==> config.mk <==
export PLATFORM = sky130hd
export DESIGN_NAME = note_spawner
export DESIGN_NICKNAME = d
export VERILOG_FILES = /design/src/rtl/note_spawner.sv
export SDC_FILE = /design/constraint.sdc
export NUM_CORES = 1
export LEC_CHECK = 0
export ABC_AREA = 1
export BUFFER_PORTS_ARGS = -buffer_cell sky130_fd_sc_hd__buf_2
export CAP_MARGIN = 25
export CORE_MARGIN = 2
export CORE_UTILIZATION = 40
export DETAILED_ROUTE_END_ITERATION = 10
export PLACE_DENSITY = 0.7
export SLEW_MARGIN = 20
export SYNTH_ARGS = -nofsm -noshare
export SYNTH_HDL_FRONTEND = slang
export SYNTH_SLANG_ARGS = --single-unit
==> constraint.sdc <==
create_clock -name clk -period 2.1 [get_ports clk]
set_input_delay 0.525 -clock clk [delete_from_list [all_inputs] [get_ports clk]]
set_output_delay 0.525 -clock clk [all_outputs]
set_load 0.03 [all_outputs]
==> src/rtl/note_spawner.sv <==
// note_spawner: turns a latched difficulty into a paced burst of note-spawn
// requests with pseudo-random lanes over a valid/ready handshake.
module note_spawner #(
   parameter int         BASE_PERIOD = 64,
   parameter int         TIMER_W     = 24,
   parameter int         N_LOW       = 8,
   parameter int         N_MID       = 12,
   parameter int         N_HIGH      = 16,
   parameter logic [7:0] LFSR_SEED   = 8'hA5
) (
   input  logic       clk,
   input  logic       rst,
   input  logic [2:0] level,
   input  logic       level_valid,
   input  logic       spawn_ready,
   output logic       spawn_valid,
   output logic [1:0] spawn_lane,
   output logic [4:0] notes_left,
   output logic [2:0] speed,
   output logic       busy,
   output logic       done,
   output logic       level_err
);
   typedef enum logic [1:0] {S_IDLE, S_RUN, S_WAIT_ACK, S_DONE} state_t;

   localparam logic [TIMER_W-1:0] P_LOW  = TIMER_W'(BASE_PERIOD);
   localparam logic [TIMER_W-1:0] P_MID  = TIMER_W'(BASE_PERIOD / 2);
   localparam logic [TIMER_W-1:0] P_HIGH = TIMER_W'(BASE_PERIOD / 4);
   localparam logic [TIMER_W-1:0] ONE    = TIMER_W'(1);

   state_t             state_q, state_d;
   logic [TIMER_W-1:0] timer_q, timer_d, period_q, period_d;
   logic [7:0]         lfsr_q, lfsr_d;
   logic               spawn_valid_q, spawn_valid_d;
   logic [1:0]         spawn_lane_q, spawn_lane_d;
   logic [4:0]         notes_left_q, notes_left_d;
   logic [2:0]         speed_q, speed_d;
   logic               busy_q, busy_d;
   logic               done_q, done_d;
   logic               level_err_q, level_err_d;
   logic               legal;
   logic [4:0]         n_sel;
   logic [TIMER_W-1:0] p_sel;

   always_comb begin
      lfsr_d        = {lfsr_q[6:0], lfsr_q[7] ^ lfsr_q[5] ^ lfsr_q[4] ^ lfsr_q[3]};
      legal         = (level == 3'b001) || (level == 3'b010) || (level == 3'b100);
      n_sel         = level[2] ? 5'(N_HIGH) : level[1] ? 5'(N_MID) : 5'(N_LOW);
      p_sel         = level[2] ? P_HIGH : level[1] ? P_MID : P_LOW;
      state_d       = state_q;
      timer_d       = timer_q;
      period_d      = period_q;
      spawn_valid_d = spawn_valid_q;
      spawn_lane_d  = spawn_lane_q;
      notes_left_d  = notes_left_q;
      speed_d       = speed_q;
      done_d        = done_q;
      level_err_d   = level_err_q;
      case (state_q)
         S_IDLE: begin
            if (level_valid && legal) begin
               state_d      = S_RUN;
               notes_left_d = n_sel;
               period_d     = p_sel;
               timer_d      = p_sel - ONE;
               speed_d      = level;
               level_err_d  = 1'b0;
            end else if (level_valid) begin
               level_err_d  = 1'b1;
            end
         end
         S_RUN, S_WAIT_ACK: begin
            // a dropped level_valid is a player restart and wins over any handshake
            if (!level_valid) begin
               state_d       = S_IDLE;
               spawn_valid_d = 1'b0;
               notes_left_d  = 5'd0;
               speed_d       = 3'd0;
            end else if (state_q == S_RUN) begin
               timer_d = timer_q - ONE;
               if (timer_q == '0) begin
                  state_d       = S_WAIT_ACK;
                  spawn_valid_d = 1'b1;
                  spawn_lane_d  = lfsr_q[1:0];
                  timer_d       = timer_q;
               end
            end else if (spawn_ready) begin
               spawn_valid_d = 1'b0;
               notes_left_d  = notes_left_q - 5'd1;
               state_d       = (notes_left_q == 5'd1) ? S_DONE : S_RUN;
               done_d        = (notes_left_q == 5'd1);
               timer_d       = period_q - ONE;
            end
         end
         default: begin
            if (!level_valid) begin
               state_d = S_IDLE;
               done_d  = 1'b0;
               speed_d = 3'd0;
            end
         end
      endcase
      busy_d = (state_d == S_RUN) || (state_d == S_WAIT_ACK);
   end

   always_ff @(posedge clk or posedge rst) begin
      if (rst) begin
         state_q       <= S_IDLE;
         timer_q       <= '0;
         period_q      <= '0;
         lfsr_q        <= LFSR_SEED;
         spawn_valid_q <= 1'b0;
         spawn_lane_q  <= 2'd0;
         notes_left_q  <= 5'd0;
         speed_q       <= 3'd0;
         busy_q        <= 1'b0;
         done_q        <= 1'b0;
         level_err_q   <= 1'b0;
      end else begin
         state_q       <= state_d;
         timer_q       <= timer_d;
         period_q      <= period_d;
         lfsr_q        <= lfsr_d;
         spawn_valid_q <= spawn_valid_d;
         spawn_lane_q  <= spawn_lane_d;
         notes_left_q  <= notes_left_d;
         speed_q       <= speed_d;
         busy_q        <= busy_d;
         done_q        <= done_d;
         level_err_q   <= level_err_d;
      end
   end

   assign spawn_valid = spawn_valid_q;
   assign spawn_lane  = spawn_lane_q;
   assign notes_left  = notes_left_q;
   assign speed       = speed_q;
   assign busy        = busy_q;
   assign done        = done_q;
   assign level_err   = level_err_q;
endmodule

==> reports/qor.yml <==
drt:
  ant_nets: 0
  dr.pass1.iters: 4
  num_vias: 2793
  wl_um: 7070
  avgRoutedWirePerCell_um: 12.5
  vias_per_cell: 4.96
  first_iter_violations: 178
  drc: 0
die:
  die-area_um2: 8840
  die_h_um: 94.0
  pin_count: 21
  initial_utilization: 0.415
  coreArea_um2: 7810
  die_w_um: 94.0
  rows: 32
place:
  io_buffers: 20
  gp_congestion: 0.948
  dpl.hpwl_um: 5440
  post_dp_cell_area_um2: 3520
final_layout:
  final_cell_mix: "128 x nand2_1, 47 x nor2_1, 47 x dfrtp_1, 39 x inv_1, 20 x buf_2"
  syn2layout_area_growth_pct: 14.4
  final_common_cell: "nand2_1"
  ff_latch_area_um2: 1280
  n_antenna_cell: 0
  finish.instance_area_um2: 3710
  drive_gt1_frac: 0.236
  fillers: 774
  multiInputGateArea_um2: 1750
  fin_nets: 474
cts:
  cts_sinks: 51
  cts_tree: "built"
  clk_pin_slew_ns: 0.10
  cts_made_buffers: 5
  clkLatencyLatePin_ns: 0.31
  cts_buffer_depth: 2
  cts_max_level: 2
  root_buffer: "clkbuf_8"
timing:
  slew_violations: 0
  period_needed_ns: 1.97
  max_freq_ghz: 0.508
  slew_headroom: 0.685
  rsz0062_at_grt: "yes"
  hold_ws_ns: 0.165
  final-hold-violation-count: 0
  tightest_slew_ns: 0.468
  fin_skew_ns: 0.00320
  setup_viol: 0
  post-route-period-util: 0.937
min_path:
  hold_class: "in -> async"
grt:
  antenna_found_initial: 0
  grt_pass1_vias: 2706
  grt_pass1_wl_um: 12300
  grt.overflow.total: 0
  grt_max_degree: 39
  gr-usage-all-layers: 0.175
run_status:
  status: "finished clean"
synth:
  synth.cell_area_um2: 3240
  syn_avg_cell_area_um2: 7.65
  synth_top_area_share: 0.363
  async_flop_share: 1.00
  synth_nets: 438
  synth_area_leader_cell: "dfrtp_1"
  synthCells: 424
  synthFlopType: "dfrtp_1"
  synth-edff-count: 0
  ys_warn_count: 0
  ys_ff_latch: 51
  ys_seq_area_frac: 0.395
  synth.distinct_cells: 41
  synthTopCellsByArea: "dfrtp_1 36%, nand2_1 15%, nor2_1 5.6%"
worst_setup_path:
  critPathMaxFanout: 8
  critPathArrivalTime_ns: 2.16
  critPathRequiredTime_ns: 2.30
  startpoint_type: "register"
  end_kind: "register"
  critPathKind: "reg -> reg"
  crit_path_start: "state_q[0]$_DFF_PP0_"
  r2r_start: "state_q[0]$_DFF_PP0_"
run:
  drv_cap: 0
power_and_ir_drop:
  cellPowerDensity_nw_per_um2: 1760
  p_leak_nw: 1.93
  vdd_ir_drop_max_v: 0.000826
-- kinds of logic after synthesis --
kind of cell	after synthesis	share of synthesized area
compound gates	54	0.103
xor+xnor	17	0.0459
fa+ha+maj	7	0.0270
buf+inv	56	0.0783
flops	51	0.395
simple gates	239	0.350
-- sequential cells by signal, indices dropped and copies added (netlist names), 2 cells and up --
signal / cells
timer_q: 24
lfsr_q: 8
notes_left: 5
period_q: 3
speed: 3
spawn_lane: 2
state_q: 2
-- path summary, 6_finish.rpt --
kind / to / slack [ns] / cells past startpoint
setup / recovery: timer_q[15]$_DFFE_PP0P_ / 0.13 / 11
min in group clk: lfsr_q[7]$_DFF_PP1_ / 0.37 / 0
max in group asynchronous: lfsr_q[2]$_DFF_PP1_ / 1.37 / 3
hold / removal: timer_q[10]$_DFFE_PP0P_ / 0.16 / 2
hold reg to reg: lfsr_q[7]$_DFF_PP1_ / 0.37 / 0
setup reg to reg: timer_q[15]$_DFFE_PP0P_ / 0.13 / 11
-- where the power goes --
part,leakage [nW],switching [W],internal (W)
combinational,1.21,0.00269,0.00150
sequential,0.655,0.000270,0.00132
clock,0.0618,0.000350,0.000392
-- critical path, stage by stage (launching register included) --
cell	delay, ns
dfrtp_1	0.41
buf_4	0.15
inv_1	0.09
ha_4	0.31
nor2_1	0.05
inv_1	0.09
o211ai_1	0.15
a21oi_4	0.19
nand2_2	0.11
buf_4	0.18
nand2_1	0.06
o21ai_0	0.08
-- per-stage QoR --
stage / std cells / util / setup slack (ns) / TNS [ns] / power, W
global route: 563 / 0.475 / -0.0101 / -0.0101 / 0.00711
floorplan: 424 / - / 0.0960 / 0 / 0.00467
finish: 563 / 0.475 / 0.133 / 0 / 0.00652
CTS: 560 / 0.466 / 0.0116 / 0 / 0.00634
global placement: 552 / 0.451 / 0.0769 / 0 / 0.00552
detailed placement: 552 / 0.451 / 0.0414 / 0 / 0.00558
-- synth_stat cells (2+ instances only) --
library cell	instances
nand2_1	129
nor2_1	48
dfrtp_1	47
inv_1	42
o21ai_0	18
nand3_1	17
nand2_2	16
xor2_1	11
a21oi_1	9
o21ai_1	9
ha_1	7
nor2_2	7
xnor2_1	6
inv_2	5
buf_6	4
dfstp_2	4
nand4_1	4
a21oi_2	3
buf_4	3
nand3_2	3
nand3_4	3
nor3_2	3
o31ai_1	3
buf_2	2
nor2_4	2
nor3_1	2
o21a_1	2
o21ai_2	2
-- layer usage --
layer	track usage	routed length, um
met5	0	0
met4	0.0713	204
met3	0.0273	188
met2	0.288	3300
met1	0.229	3380
-- cell type report --
type                            instances  area share
Clock inverter                          2      0.0105
Inverter                               47      0.0482
Multi-Input combinational cell        317       0.470
Tap cell                              102      0.0344
Timing Repair Buffer                   38      0.0688
Clock buffer                            6      0.0223
Sequential cell                        51       0.345
-- repair_timing --
item                                    4_1_cts  5_1_grt
endpoints found under the setup margin        0       25
gates resized for setup                       0       14
setup buffers                                 0        3
hold buffers                                  0        0
No activity file was read; power rests on OpenSTA's default activity.
